$ cat src/rtl/pixel_ray_dispatch.sv
// pixel_ray_dispatch
//   Walks every pixel of a frame in raster order. For each pixel it forms an
//   un-normalized signed Q16.16 camera-space direction and issues one request
//   to the ray generator. It then captures the normalized direction that comes
//   back and presents it on a valid/ready stream, tagged with the pixel
//   coordinates.
//
// Ports
//   clk_in, rst_in (async, active-low)
//   frame_start_in                 : begins a frame; ignored while busy_out=1
//   busy_out, frame_done_out       : frame status; frame_done_out is a 1-cycle pulse
//   error_out                      : sticky ray generator timeout flag
//   ray_gen_start_out, ray_gen_{x,y,z}_out : request and operands to the ray generator
//   ray_gen_done_in, ray_gen_{x,y,z}_in    : ray generator result
//   ray_valid_out, ray_ready_in    : downstream handshake
//   ray_hcount_out, ray_vcount_out : pixel coordinates of the presented ray
//   ray_dir_{x,y,z}_out            : captured normalized direction
module pixel_ray_dispatch #(
  parameter int          H_RES     = 320,
  parameter int          V_RES     = 180,
  parameter int          PIX_SHIFT = 8,
  parameter logic [31:0] FOCAL     = 32'h0001_0000,
  parameter int          TIMEOUT   = 1024,
  localparam int         HW        = $clog2(H_RES),
  localparam int         VW        = $clog2(V_RES)
) (
  input  logic                 clk_in,
  input  logic                 rst_in,
  input  logic                 frame_start_in,
  output logic                 busy_out,
  output logic                 frame_done_out,
  output logic                 error_out,
  output logic                 ray_gen_start_out,
  output logic signed [31:0]   ray_gen_x_out,
  output logic signed [31:0]   ray_gen_y_out,
  output logic signed [31:0]   ray_gen_z_out,
  input  logic                 ray_gen_done_in,
  input  logic signed [31:0]   ray_gen_x_in,
  input  logic signed [31:0]   ray_gen_y_in,
  input  logic signed [31:0]   ray_gen_z_in,
  output logic                 ray_valid_out,
  input  logic                 ray_ready_in,
  output logic [HW-1:0]        ray_hcount_out,
  output logic [VW-1:0]        ray_vcount_out,
  output logic signed [31:0]   ray_dir_x_out,
  output logic signed [31:0]   ray_dir_y_out,
  output logic signed [31:0]   ray_dir_z_out
);

  localparam int TW = $clog2(TIMEOUT + 1);

  typedef enum logic [1:0] {IDLE, ISSUE, WAIT, OUTPUT} state_t;

  state_t        state, state_nxt;
  logic [HW-1:0] hcount, h_nxt;
  logic [VW-1:0] vcount, v_nxt;
  logic [TW-1:0] tmo_cnt;
  logic          tmo_hit;
  logic          accept;
  logic          last_pix;
  logic          frame_done_nxt;

  // Column offset from screen centre, scaled into Q16.16. Modular 32-bit
  // subtraction yields the correctly sign-extended two's-complement offset.
  function automatic logic signed [31:0] x_operand(input logic [HW-1:0] h);
    logic signed [31:0] off;
    off = signed'(32'(h) - 32'(H_RES / 2));
    return off <<< PIX_SHIFT;
  endfunction

  // Row offset, flipped so that +y points up the screen.
  function automatic logic signed [31:0] y_operand(input logic [VW-1:0] v);
    logic signed [31:0] off;
    off = signed'(32'(V_RES / 2) - 32'(v));
    return off <<< PIX_SHIFT;
  endfunction

  assign tmo_hit  = (state == WAIT) && !ray_gen_done_in && (tmo_cnt == TW'(TIMEOUT - 1));
  assign accept   = (state == OUTPUT) && ray_ready_in;
  assign last_pix = (hcount == HW'(H_RES - 1)) && (vcount == VW'(V_RES - 1));

  assign busy_out          = (state != IDLE);
  assign ray_gen_start_out = (state == ISSUE);
  assign ray_valid_out     = (state == OUTPUT);
  assign ray_hcount_out    = hcount;
  assign ray_vcount_out    = vcount;

  always_comb begin
    state_nxt      = state;
    h_nxt          = hcount;
    v_nxt          = vcount;
    frame_done_nxt = 1'b0;
    case (state)
      IDLE: begin
        if (frame_start_in) begin
          state_nxt = ISSUE;
          h_nxt     = '0;
          v_nxt     = '0;
        end
      end
      ISSUE: state_nxt = WAIT;
      WAIT: begin
        if (ray_gen_done_in) state_nxt = OUTPUT;
        else if (tmo_hit)    state_nxt = IDLE;
      end
      OUTPUT: begin
        if (accept) begin
          if (last_pix) begin
            state_nxt      = IDLE;
            frame_done_nxt = 1'b1;
          end else begin
            state_nxt = ISSUE;
            if (hcount == HW'(H_RES - 1)) begin
              h_nxt = '0;
              v_nxt = vcount + 1'b1;
            end else begin
              h_nxt = hcount + 1'b1;
            end
          end
        end
      end
      default: state_nxt = IDLE;
    endcase
  end

  always_ff @(posedge clk_in or negedge rst_in) begin
    if (!rst_in) begin
      state          <= IDLE;
      hcount         <= '0;
      vcount         <= '0;
      tmo_cnt        <= '0;
      frame_done_out <= 1'b0;
      error_out      <= 1'b0;
      ray_gen_x_out  <= '0;
      ray_gen_y_out  <= '0;
      ray_gen_z_out  <= '0;
      ray_dir_x_out  <= '0;
      ray_dir_y_out  <= '0;
      ray_dir_z_out  <= '0;
    end else begin
      state          <= state_nxt;
      hcount         <= h_nxt;
      vcount         <= v_nxt;
      frame_done_out <= frame_done_nxt;

      if (state == IDLE && frame_start_in) error_out <= 1'b0;
      else if (tmo_hit)                    error_out <= 1'b1;

      tmo_cnt <= (state == WAIT) ? tmo_cnt + 1'b1 : '0;

      // Operands are loaded on entry to ISSUE from the coordinates being
      // entered, so they are already valid in the ISSUE cycle and stay
      // untouched through WAIT.
      if (state_nxt == ISSUE) begin
        ray_gen_x_out <= x_operand(h_nxt);
        ray_gen_y_out <= y_operand(v_nxt);
        ray_gen_z_out <= FOCAL;
      end

      if (state == WAIT && ray_gen_done_in) begin
        ray_dir_x_out <= ray_gen_x_in;
        ray_dir_y_out <= ray_gen_y_in;
        ray_dir_z_out <= ray_gen_z_in;
      end
    end
  end

endmodule

$ cat config.mk
export PLATFORM = sky130hd
export DESIGN_NAME = pixel_ray_dispatch
export DESIGN_NICKNAME = d
export VERILOG_FILES = /design/src/rtl/pixel_ray_dispatch.sv
export SDC_FILE = /design/constraint.sdc
export NUM_CORES = 1
export LEC_CHECK = 0
export CORE_ASPECT_RATIO = 2
export CORE_MARGIN = 2
export CORE_UTILIZATION = 25
export DETAILED_ROUTE_END_ITERATION = 10
export PLACE_DENSITY_LB_ADDON = 0.3
export SYNTH_ARGS = -nofsm -noshare
export SYNTH_HDL_FRONTEND = slang
export SYNTH_SLANG_ARGS = --single-unit
$ cat constraint.sdc
create_clock -name clk_in -period 6.55 [get_ports clk_in]
set_input_delay 1.31 -clock clk_in [delete_from_list [all_inputs] [get_ports clk_in]]
set_output_delay 1.31 -clock clk_in [all_outputs]
set_load 0.02 [all_outputs]
# After elaboration in Yosys (flattened, before gate mapping)
# Cells that the tools add are included.
dict set report op_classes {
  n_reduce_logical 10
  add_sub_neg 5
  eq_ne 7
  muxes 22
}
# operator count
set ops {}
lappend ops {{9-bit 2-to-1 mux} 4}
lappend ops {{8-bit 2-to-1 mux} 4}
lappend ops {{9-bit case mux with 2 select lines} 1}
lappend ops {{8-bit case mux with 2 select lines} 1}
lappend ops {{11-bit by 1-bit adder with 11-bit output (second input constant)} 1}
lappend ops {{11-bit by 10-bit == test with 1-bit output (second input constant)} 1}
lappend ops {{11-bit 2-to-1 mux} 1}
lappend ops {{9-bit by 8-bit subtractor with 10-bit output (second input constant)} 1}
lappend ops {{9-bit by 1-bit adder with 9-bit output (second input constant)} 1}
lappend ops {{9-bit == test (second input constant)} 1}
lappend ops {{7-bit by 8-bit subtractor with 9-bit output (first input constant)} 1}
lappend ops {{8-bit by 1-bit adder with 8-bit output (second input constant)} 1}
lappend ops {{8-bit == test (second input constant)} 1}
lappend ops {{2-bit 2-to-1 mux} 4}
lappend ops {{2-bit case mux with 4 select lines} 1}
lappend ops {{1-bit logical AND} 6}
lappend ops {{1-bit 2-to-1 mux} 6}
lappend ops {{2-bit by 1-bit == test with 1-bit output (second input constant)} 2}
lappend ops {{2-bit == test (second input constant)} 2}
lappend ops {{2-bit nonzero test} 2}
lappend ops {{2-bit logical NOT} 1}
lappend ops {{1-bit logical NOT} 1}
dict set report word_totals {
  ff_bits 177
  output_inout_bits 214
}

# Logic depth before layout (Yosys ltp)
# Gate-level depths: netlist of run 1.
dict set report depth {
  ltp_word 7
  depth_mapped 14
  ltp_nobuf 12
}

# Worst setup path after synthesis of run 1
# OpenSTA, ideal clock, no wires.
dict set report synth_timing {
  kind {input to register}
  from {input ray_ready_in}
  to {register ray_gen_y_out[14]}
  stages 9
  setup_ps 125
  arrival_time_ps 3179
  required_time_ps 6425
  setup_slack_ps 3246
  cell_sequence {nand2_1 > nor4_2 > a21oi_1 > or2_2 > ha_1 > nand2b_1 > a21o_1 > xnor2_1 > mux2_4}
}
dict set report synth_via {
  elab_chain_cells 4
  elab_cells_between_ends 7
  cone_classes {add/sub (1); eq/ne (1); mux (4); reduce/logical (1)}
}
# item line
set synth_rtl {}
lappend synth_rtl {{from (decl)} 42} ;# input logic ray_ready_in,
lappend synth_rtl {{1-bit logical AND} 79} ;# assign accept = (state == OUTPUT) && ray_ready_in;
lappend synth_rtl {{8-bit 2-to-1 mux} 107} ;# if (accept) begin
lappend synth_rtl {{8-bit case mux with 2 select lines} 93} ;# case (state)
lappend synth_rtl {{named net v_nxt[0]} 56} ;# logic [VW-1:0] vcount, v_nxt;
lappend synth_rtl {{7-bit by 8-bit subtractor with 9-bit output} 74} ;# off = signed'(32'(V_RES / 2) - 32'(v));
lappend synth_rtl {{to (signal assigned)} 156} ;# ray_gen_y_out <= y_operand(v_nxt);
lappend synth_rtl {{to (decl)} 35} ;# output logic signed [31:0] ray_gen_y_out,
# The timed path passes the listed nets, and every way through them passes these cells.
# A chain may end at the register's enable or synchronous reset.

# Final worst setup path of run 1
dict set report layout_timing {
  from {input ray_ready_in}
  to {register ray_gen_x_out[15]}
}
dict set report layout_via {
  elab_chain_cells 4
  elab_cells_between_ends 7
  cone_classes {add/sub (1); eq/ne (1); mux (4); reduce/logical (1)}
}
# item line
set layout_rtl {}
lappend layout_rtl {{1-bit logical AND (*)} 79}
lappend layout_rtl {{9-bit 2-to-1 mux / 2-bit 2-to-1 mux (equally long branches)} 107}
lappend layout_rtl {{9-bit case mux with 2 select lines / 2-bit case mux with 4 select lines (equally long branches)} 93}
lappend layout_rtl {{9-bit by 8-bit subtractor with 10-bit output / 2-bit by 1-bit == test with 1-bit output (equally long branches)} {67, 154}}
lappend layout_rtl {{to (signal assigned)} 155} ;# ray_gen_x_out <= x_operand(h_nxt);
lappend layout_rtl {{to (decl)} 34} ;# output logic signed [31:0] ray_gen_x_out,
# Mark *: on every way between the ends. The rest lies on a longest branch, timed or not.

==> results.sh, run 1 <==
export IMPL_synthDistinctLibCells=61
export IMPL_rsz0062_at_grt="false"
export IMPL_final_area_um2=10300
export IMPL_critPathRequiredTime_ps=6870
export IMPL_htree_levels=4
export IMPL_slew_headroom_pct=29.7
export IMPL_startpoint_type="input port"
export IMPL_firstDrtPassIters=4
export IMPL_synth_top_area_share_pct=52.3
export IMPL_dr_first_iter_drc_count=116
export IMPL_hold_class="reg -> reg"
export IMPL_clk_pin_slew_worst_paths_ps=60
export IMPL_gp_congestion=0.805
export IMPL_synth_edf_count=0
export IMPL_ys_warn_count=0
export IMPL_min_to="tmo_cnt[0]$_DFF_PN0_"
export IMPL_yosysTopAreaCell="dfrtp_1"
export IMPL_reg2reg_to="ray_gen_x_out[15]$_DFFE_PN0N_"
export IMPL_synth_seq_cells=148
export IMPL_postCtsHoldBufs=0
export IMPL_areaGrowthSynthToFinish_pct=46.0
export IMPL_grt_pass1_vias=5292
export IMPL_syn_area_um2=7080
export IMPL_hpwl_um=14800
export IMPL_fin_crit_sh_pct=62.3
export IMPL_ys_async_sr_fraction_pct=100
export IMPL_synth_area_leaders="dfrtp_1 (52%), mux2_2 (15%), buf_4 (8.2%)"
export IMPL_period_minus_slack_ps=4080
export IMPL_antenna_found_initial=0
export IMPL_io_buffers=267
export IMPL_cts_resized=0
export IMPL_synth_cells=565
export IMPL_antenna_left=0
export IMPL_synthTopCellsByCount="dfrtp_1 (148), mux2_2 (96), buf_4 (77)"
export IMPL_max_freq_mhz=245
export IMPL_rrSetupSlack_ps=3010
export IMPL_yosysMostFrequentCell="dfrtp_1"
export IMPL_dpl_instance_area_um2=9730
export IMPL_dieHeight_um=242
export IMPL_worstHoldStart="tmo_cnt[0]$_DFF_PN0_"
export IMPL_worst_r2r_cell_count=7
export IMPL_synth_flop_cell="dfrtp_1"
export IMPL_post_cts_buffers=0
export IMPL_vias=5006
export IMPL_path_class="in -> reg"
export IMPL_fin_skew_ps=6.78
export IMPL_finalSetupViolCount=0
export IMPL_clkLatencyLatePin_ps=440
export IMPL_ir_worst_vdd_v=0.000290
export IMPL_tritoncts="yes"
export IMPL_crit_path_top_delay_cell="nor3_4"
export IMPL_worst_slew_pin_slew_ps=1050
export IMPL_clockBufferDepth=2
export IMPL_initial_core_util_pct=25.2
export IMPL_grt_usage_pct=13.9
export IMPL_wirelength_um=20000
export IMPL_grt_first_pass_wirelength_um=30800
export IMPL_numCtsBuffers=17
export IMPL_via_per_inst=4.27
export IMPL_maxCapViolations=0
export IMPL_setup_tns_ps=0
export IMPL_pin_count=315
export IMPL_hold_viol=0
export IMPL_drv_slew=0
export IMPL_core_um2=28100
export IMPL_cts_num_sinks=148
export IMPL_critPathMaxStageDelay_ps=860
export IMPL_arrival_ps=4400
export IMPL_power_leakage_nw=4.32
export IMPL_power_total_w=0.00474
export IMPL_power_density_nw_per_um2=459
export IMPL_die_w_um=123
export IMPL_seq_area_frac_synth_pct=52.3
export IMPL_num_nets_final=913
export IMPL_cp_end_kind="flip-flop"
export IMPL_wl_per_cell_um=17.0
export IMPL_status="finished clean"
export IMPL_antenna_cells=0
export IMPL_root_buffer="clkbuf_16"
export IMPL_cp_cell_sequence="clkdlybuf4s50_1 > nand2_1 > a21oi_2 > o41ai_4 > nor3_4 > buf_4 > mux2_4"
export IMPL_grt_max_degree=95
export IMPL_drive_gt1_share_pct=20.2
export IMPL_drcViolationCount=0
export IMPL_dieArea_um2=29800
export IMPL_rows=87
export IMPL_critPathMaxFanout=19
export IMPL_r2r_start="state[0]$_DFF_PN0_"
export IMPL_grt_ovfl_total=0
export IMPL_synth_area_per_cell_um2=12.5
export IMPL_hold_depth=1
placed cells by master (no fill, tap or decap), drive strengths merged, types with 2 or more instances in the layout:
master / instances
a211oi: 6
a21o: 4
a21oi: 19
a31oi: 6
and2: 11
and3: 2
and4b: 2
buf: 4
bufinv: 2
clkbuf: 20
clkdlybuf4s50: 266
clkinv: 4
clkinvlp: 2
conb: 47
dfrtp: 148
ha: 9
inv: 22
mux2: 109
mux2i: 4
nand2: 19
nand2b: 2
nand3: 12
nand4: 5
nand4b: 4
nor2: 13
nor2b: 3
nor3: 6
nor4: 7
o21ai: 17
o31ai: 7
o41ai: 4
or2: 3
or3: 2
or4: 2
xnor2: 12
xor2: 3
layout make-up:
| type | count | area [um^2] |
|---|---|---|
| multi-input cells | 348 | 2820 |
| fillers | 2817 | 17800 |
| inverters | 18 | 67.6 |
| clock inverters | 12 | 144 |
| flip-flops and latches | 148 | 3700 |
| repair buffers | 270 | 2700 |
| clock buffers | 20 | 457 |
| well taps | 356 | 445 |
where the power goes:
group	internal [W]	switching, W
Clock	0.000588	0.000416
Combinational	0.00114	0.00115
Sequential	0.00124	0.000204
through the flow:
step / setup slack (ps) / utilization (%) / hold WS, ps / instances
2_1_floorplan: 3250 / - / 432 / 611
3_3_place_gp: 2110 / 34.7 / 458 / 1140
3_5_place_dp: 2030 / 34.7 / 466 / 1140
4_1_cts: 2510 / 36.8 / 479 / 1172
5_1_grt: 2290 / 36.8 / 506 / 1172
6_report: 2470 / 36.8 / 467 / 1172
per-layer routing:
layer  GRT usage (%)  vias to the layer above  part of all wire, %
li1                -                     2333                    -
met1            13.8                     2482                   34
met2            25.7                      168                   58
met3            4.35                       23                  6.2
met4            6.25                        0                  2.2
met5               0                        -                    0
critical path: cells and delay by family:
kind	cells	cell delay, ps
AND/OR/NAND/NOR	2	1160
buffers and inverters	2	1050
AO/OA/AOI/OAI	2	560
multiplexers	1	300
state kept, by name (all words and copies together) (netlist names):
| register | count |
|---|---|
| ray_dir_z_out | 32 |
| ray_dir_y_out | 32 |
| ray_hcount_out | 9 |
| state | 2 |
| ray_gen_y_out | 9 |
| ray_dir_x_out | 32 |
| error_out | 1 |
| tmo_cnt | 11 |
| frame_done_out | 1 |
| ray_gen_z_out | 1 |
| ray_vcount_out | 8 |
| ray_gen_x_out | 10 |
logic make-up (layout without fill, tap and decap cells):
group           Yosys count  after routing  share of synthesized area, %
fa+ha+maj                 9              9                          1.59
buf+inv                 115            320                          10.3
mux                     113            113                          18.4
flops                   148            148                          52.3
simple gates             95             95                          8.29
other cells               1             47                        0.0530
xor+xnor                 15             15                          1.86
compound gates           69             69                          7.12
worst max-delay path by stage:
stage	startpoint	endpoint	slack, ps	cells after the start
3_5_place_dp	ray_ready_in	ray_gen_x_out[15]$_DFFE_PN0N_	2030	7
3_3_place_gp	ray_ready_in	ray_gen_x_out[30]$_DFFE_PN0N_	2110	7
6_report	ray_ready_in	ray_gen_x_out[15]$_DFFE_PN0N_	2470	7
2_1_floorplan	ray_ready_in	ray_gen_y_out[14]$_DFFE_PN0N_	3250	9
4_1_cts	ray_ready_in	ray_gen_x_out[15]$_DFFE_PN0N_	2510	7
5_1_grt	ray_ready_in	ray_gen_x_out[15]$_DFFE_PN0N_	2290	7
Note: power is estimated with default switching activity, not from simulation.
==> inputs of run 2 (changes only) <==
==> constraint.sdc (replaced) <==
create_clock -name clk_in -period 4.1 [get_ports clk_in]
set_input_delay 0.82 -clock clk_in [delete_from_list [all_inputs] [get_ports clk_in]]
set_output_delay 0.82 -clock clk_in [all_outputs]
set_load 0.02 [all_outputs]
==> run 2 against run 1 <==
  * Global-route usage up 0.33 points
  * Sequential power up 59%
  * Clock skew up 3.1 ps
  * First-iteration DRC count up 26%
  * Register-to-register slack worse by 2000 ps
  * Cell area up 0.70%
  * Final cell count up 0.77%
  * Die area unchanged
  * Largest cell class unchanged
  * Largest power group unchanged
==> results.sh, run 2 (synthesis gave the netlist of run 1 again) <==
export IMPL_dr_first_iter_drc_count=146
export IMPL_place_ws_ps=563
export IMPL_post_cts_buffers=0
export IMPL_antenna_found_initial=1
export IMPL_vias=5125
export IMPL_seq_power_share_pct=30.3
export IMPL_pin_count=315
export IMPL_reg_largest_list="ray_dir_x_out x32, ray_dir_y_out x32, ray_dir_z_out x32"
export IMPL_initial_core_util_pct=25.2
export IMPL_grt_pass1_vias=5427
export IMPL_die_w_um=123
export IMPL_hold_class="in -> async"
export IMPL_max_freq_mhz=323
export IMPL_numCtsBuffers=17
export IMPL_core_um2=28100
export IMPL_p_sw_share_pct=37.2
export IMPL_layout_common_cells="clkdlybuf4s50_1 (266), dfrtp_1 (148), mux2_2 (96)"
export IMPL_startpoint_type="input port"
export IMPL_cts_resized=0
export IMPL_worst_slew_pin_slew_ps=890
export IMPL_hpwl_um=15100
export IMPL_fin_skew_ps=9.83
export IMPL_maxCapViolations=0
export IMPL_power_leakage_nw=4.36
export IMPL_cp_startpoint="ray_ready_in"
export IMPL_clockBufferDepth=2
export IMPL_gp_congestion=0.797
export IMPL_htree_levels=4
export IMPL_rrSetupSlack_ps=1020
export IMPL_grt_first_pass_wirelength_um=31600
export IMPL_power_frac_comb_pct=48.4
export IMPL_root_buffer="clkbuf_16"
export IMPL_dieArea_um2=29800
export IMPL_r2r_start="state[0]$_DFF_PN0_"
export IMPL_antenna_left=0
export IMPL_switchingPower_w=0.00283
export IMPL_slew_headroom_pct=40.6
export IMPL_drcViolationCount=0
export IMPL_dieHeight_um=242
export IMPL_reg2reg_to="ray_gen_y_out[14]$_DFFE_PN0N_"
export IMPL_pwr_share_clk_pct=21.3
export IMPL_rows=87
export IMPL_rsz0062_at_grt="false"
export IMPL_num_nets_final=921
export IMPL_grt_max_degree=95
export IMPL_clkLatencyLatePin_ps=440
export IMPL_finalSetupViolCount=0
export IMPL_power_density_nw_per_um2=730
export IMPL_cp_end_kind="flip-flop"
export IMPL_io_buffers=267
export IMPL_cp_cell_sequence="clkdlybuf4s50_1 > nand2_1 > nor4_2 > a21oi_1 > or2_2 > ha_1 > nand2b_1 > a21o_1 > xnor2_1 > mux2_4"
export IMPL_path_class="in -> reg"
export IMPL_cp_endpoint="ray_gen_y_out[14]$_DFFE_PN0N_"
export IMPL_critPathMaxStageDelay_ps=480
export IMPL_wirelength_um=20100
export IMPL_wl_per_cell_um=17.0
export IMPL_arrival_ps=3410
export IMPL_p_int_w=0.00477
export IMPL_drv_slew=0
export IMPL_crit_path_top_delay_cell="clkdlybuf4s50_1"
export IMPL_period_minus_slack_ps=3090
export IMPL_firstDrtPassIters=4
export IMPL_final_common_cell="clkdlybuf4s50_1"
export IMPL_status="finished clean"
export IMPL_clk_pin_slew_worst_paths_ps=70
export IMPL_via_per_inst=4.34
export IMPL_postCtsHoldBufs=0
export IMPL_hold_viol=0
export IMPL_fin_crit_sh_pct=75.4
export IMPL_ir_worst_vdd_v=0.000438
export IMPL_drive_gt1_share_pct=21.0
export IMPL_critPathMaxFanout=7
export IMPL_tritoncts="yes"
export IMPL_areaGrowthSynthToFinish_pct=47.0
export IMPL_cts_num_sinks=148
export IMPL_layout_setup_ws_ps=1010
export IMPL_setup_tns_ps=0
export IMPL_worst_r2r_cell_count=11
export IMPL_grt_ovfl_total=0
export IMPL_critPathRequiredTime_ps=4420
export IMPL_grt_usage_pct=14.3
==> run 2: layout make-up <==
type	instances	area, um^2
Clock inverter	11	140
Timing Repair Buffer	278	2760
Tap cell	356	445
Fill cell	2760	17700
Multi-Input combinational cell	348	2820
Clock buffer	21	470
Sequential cell	148	3700
Antenna cell	1	2.50
Inverter	18	67.6
==> run 2: worst min-delay path by stage <==
stage / start / to / slack (ps) / depth (start not counted)
5_1_grt: tmo_cnt[0]$_DFF_PN0_ / tmo_cnt[0]$_DFF_PN0_ / 470 / 1
2_1_floorplan: tmo_cnt[0]$_DFF_PN0_ / tmo_cnt[0]$_DFF_PN0_ / 430 / 1
3_5_place_dp: tmo_cnt[0]$_DFF_PN0_ / tmo_cnt[0]$_DFF_PN0_ / 450 / 1
3_3_place_gp: tmo_cnt[0]$_DFF_PN0_ / tmo_cnt[0]$_DFF_PN0_ / 450 / 1
6_report: rst_in / ray_dir_z_out[29]$_DFFE_PN0P_ / 450 / 1
4_1_cts: tmo_cnt[0]$_DFF_PN0_ / tmo_cnt[0]$_DFF_PN0_ / 460 / 1
==> run 2: through the flow <==
step	hold WS, ps	util, %	instances	instance area (um^2)	total power, W
2_1_floorplan	432	-	611	7250	0.00447
6_report	449	37.0	1181	10400	0.00760
3_5_place_dp	451	34.9	1148	9790	0.00606
5_1_grt	471	37.0	1181	10400	0.00802
4_1_cts	461	37.0	1180	10400	0.00774
3_3_place_gp	451	34.9	1148	9790	0.00603
==> run 2: per-layer routing <==
layer,wire [um],global-route usage (%),up-vias
met5,0,0,-
met4,693,7.35,0
met2,11300,25.7,183
met3,1210,4.33,33
met1,6960,14.3,2559
li1,-,-,2350
==> run 2: power by group through the flow <==
stage | clock network [W] | registers (W) | logic (W)
after floorplan | 0 | 0.00294 | 0.00152
after global placement | 0 | 0.00231 | 0.00372
after detailed placement | 0 | 0.00233 | 0.00372
after CTS | 0.00169 | 0.00232 | 0.00373
after global routing | 0.00175 | 0.00239 | 0.00388
final | 0.00162 | 0.00230 | 0.00368
==> run 2: critical path: cells and delay by family <==
kind            cells  cell delay [ps]
compound gates      2              360
xor+xnor            1              120
fa+ha+maj           1              230
buf+inv             1              480
mux                 1              260
simple gates        4             1140
==> inputs of run 3 (changes only) <==
==> constraint.sdc (replaced) <==
create_clock -name clk_in -period 2.52 [get_ports clk_in]
set_input_delay 0.504 -clock clk_in [delete_from_list [all_inputs] [get_ports clk_in]]
set_output_delay 0.504 -clock clk_in [all_outputs]
set_load 0.02 [all_outputs]
==> run 3 against run 2 <==
  * Critical path depth is 1 higher
  * Largest power group unchanged
  * Largest cell class unchanged
  * Sequential power is 63% higher
  * Critical path type unchanged
  * Highest routed layer unchanged
  * Register-to-register slack worse by 970 ps
  * Sequential share of layout area is 3.1 points lower
  * Total power is 73% higher
  * Clock power is 72% higher
==> results.sh, run 3 (synthesis gave the netlist of run 1 again) <==
export IMPL_period_minus_slack_ps=2480
export IMPL_dr_first_iter_drc_count=223
export IMPL_cp_end_kind="flip-flop"
export IMPL_vias=5402
export IMPL_gp_congestion=0.804
export IMPL_hpwl_um=15600
export IMPL_power_leakage_nw=4.90
export IMPL_ir_worst_vdd_v=0.000724
export IMPL_clockBufferDepth=2
export IMPL_rows=87
export IMPL_grt_met3_usage_pct=4.10
export IMPL_status="finished clean"
export IMPL_initial_core_util_pct=25.2
export IMPL_drcViolationCount=0
export IMPL_antenna_found_initial=0
export IMPL_top_usage_layer="met2"
export IMPL_power_density_nw_per_um2=1150
export IMPL_die_w_um=123
export IMPL_tritoncts="yes"
export IMPL_dieArea_um2=29800
export IMPL_path_class="in -> reg"
export IMPL_hold_class="reg -> reg"
export IMPL_grt_first_pass_wirelength_um=32800
export IMPL_grt_ovfl_total=0
export IMPL_dieHeight_um=242
export IMPL_grt_use_met2_pct=27.2
export IMPL_cts_num_sinks=148
export IMPL_wirelength_um=20600
export IMPL_grt_max_degree=63
export IMPL_fin_skew_ps=7.78
export IMPL_io_buffers=267
export IMPL_whs_ps=472
export IMPL_root_buffer="clkbuf_16"
export IMPL_power_total_w=0.0131
export IMPL_setup_tns_ps=0
export IMPL_pin_count=315
export IMPL_via_per_inst=4.27
export IMPL_antenna_left=0
export IMPL_layout_common_cells="clkdlybuf4s50_1 (266), dfrtp_1 (143), mux2_2 (96)"
export IMPL_rsz0062_at_grt="true"
export IMPL_grt_usage_pct=14.6
export IMPL_arrival_ps=2810
export IMPL_clk_pin_slew_worst_paths_ps=70
export IMPL_max_freq_mhz=403
export IMPL_maxCapViolations=0
export IMPL_drive_gt1_share_pct=32.7
export IMPL_core_um2=28100
export IMPL_critPathRequiredTime_ps=2850
export IMPL_critPathMaxFanout=4
export IMPL_startpoint_type="input port"
export IMPL_reg_largest_list="ray_dir_x_out x32, ray_dir_y_out x32, ray_dir_z_out x32"
export IMPL_numCtsBuffers=17
export IMPL_grt_pass1_vias=5706
export IMPL_clkLatencyLatePin_ps=440
export IMPL_finalSetupViolCount=0
export IMPL_antenna_cells=0
export IMPL_use_met1_pct=14.4
export IMPL_htree_levels=4
export IMPL_hold_viol=0
export IMPL_drv_slew=0
export IMPL_firstDrtPassIters=4
export IMPL_wl_per_cell_um=16.3
export IMPL_areaGrowthSynthToFinish_pct=61.5
export IMPL_num_nets_final=1006
export IMPL_final_common_cell="clkdlybuf4s50_1"
export IMPL_fin_crit_sh_pct=98.6
-- run 3: final cells by class --
type | count | area [um^2]
clock inverters | 14 | 200
well taps | 356 | 445
multi-input cells | 348 | 3120
clock buffers | 18 | 439
repair buffers | 363 | 3450
fillers | 2735 | 16700
inverters | 18 | 67.6
flip-flops and latches | 148 | 3710
-- run 3: power by group --
group / switching (W) / internal, W
logic: 0.00319 / 0.00341
clock network: 0.00109 / 0.00170
registers: 0.000496 / 0.00324
total: 0.00478 / 0.00834
-- run 3: per-stage QoR --
stage	cell area [um^2]	worst slack, ps	utilization [%]	instances
after global routing	11400	-50.4	40.7	1265
final	11400	35.6	40.7	1265
after detailed placement	10500	-543	37.5	1228
after CTS	11200	7.81	40.0	1262
after floorplan	7330	12.6	-	611
after global placement	10500	-502	37.5	1228
-- run 3: worst max-delay path: stages --
cell and delay [ps]:
clkdlybuf4s50_1 520, nand2_2 120, buf_4 160, nor4_4 330, buf_4 180, a31oi_1 80, o21ai_1 210, o31ai_4 130
a21o_1 200, xnor2_1 120, mux2_4 250
-- run 3: layer usage --
| layer | vias up | routed length, um |
|---|---|---|
| met4 | 0 | 588 |
| met5 | - | 0 |
| met2 | 190 | 11800 |
| li1 | 2524 | - |
| met3 | 27 | 1150 |
| met1 | 2661 | 7100 |
-- run 3: worst paths after layout --
kind                       cells after the start                            end                           from  slack [ps]
max                                           11  ray_gen_y_out[14]$_DFFE_PN0N_                   ray_ready_in          40
min                                            1  ray_gen_z_out[16]$_DFFE_PN0N_  ray_gen_z_out[16]$_DFFE_PN0N_         470
max reg2reg                                   11  ray_gen_y_out[14]$_DFFE_PN0N_             state[0]$_DFF_PN0_          50
min reg2reg                                    1  ray_gen_z_out[16]$_DFFE_PN0N_  ray_gen_z_out[16]$_DFFE_PN0N_         470
max in group asynchronous                      3   ray_dir_z_out[4]$_DFFE_PN0P_                         rst_in        1290
min in group asynchronous                      2   ray_dir_y_out[3]$_DFFE_PN0P_                         rst_in         570
-- run 3: timing repair --
item / 4_1_cts / 5_1_grt
endpoints found under the setup margin: 7 / 19
setup buffers: 1 / 3
gates cloned: 0 / 0
hold buffers: 1 / 0
gates resized for setup: 10 / 35
endpoints found under the hold margin: 19 / 0
pin swaps: 2 / 15
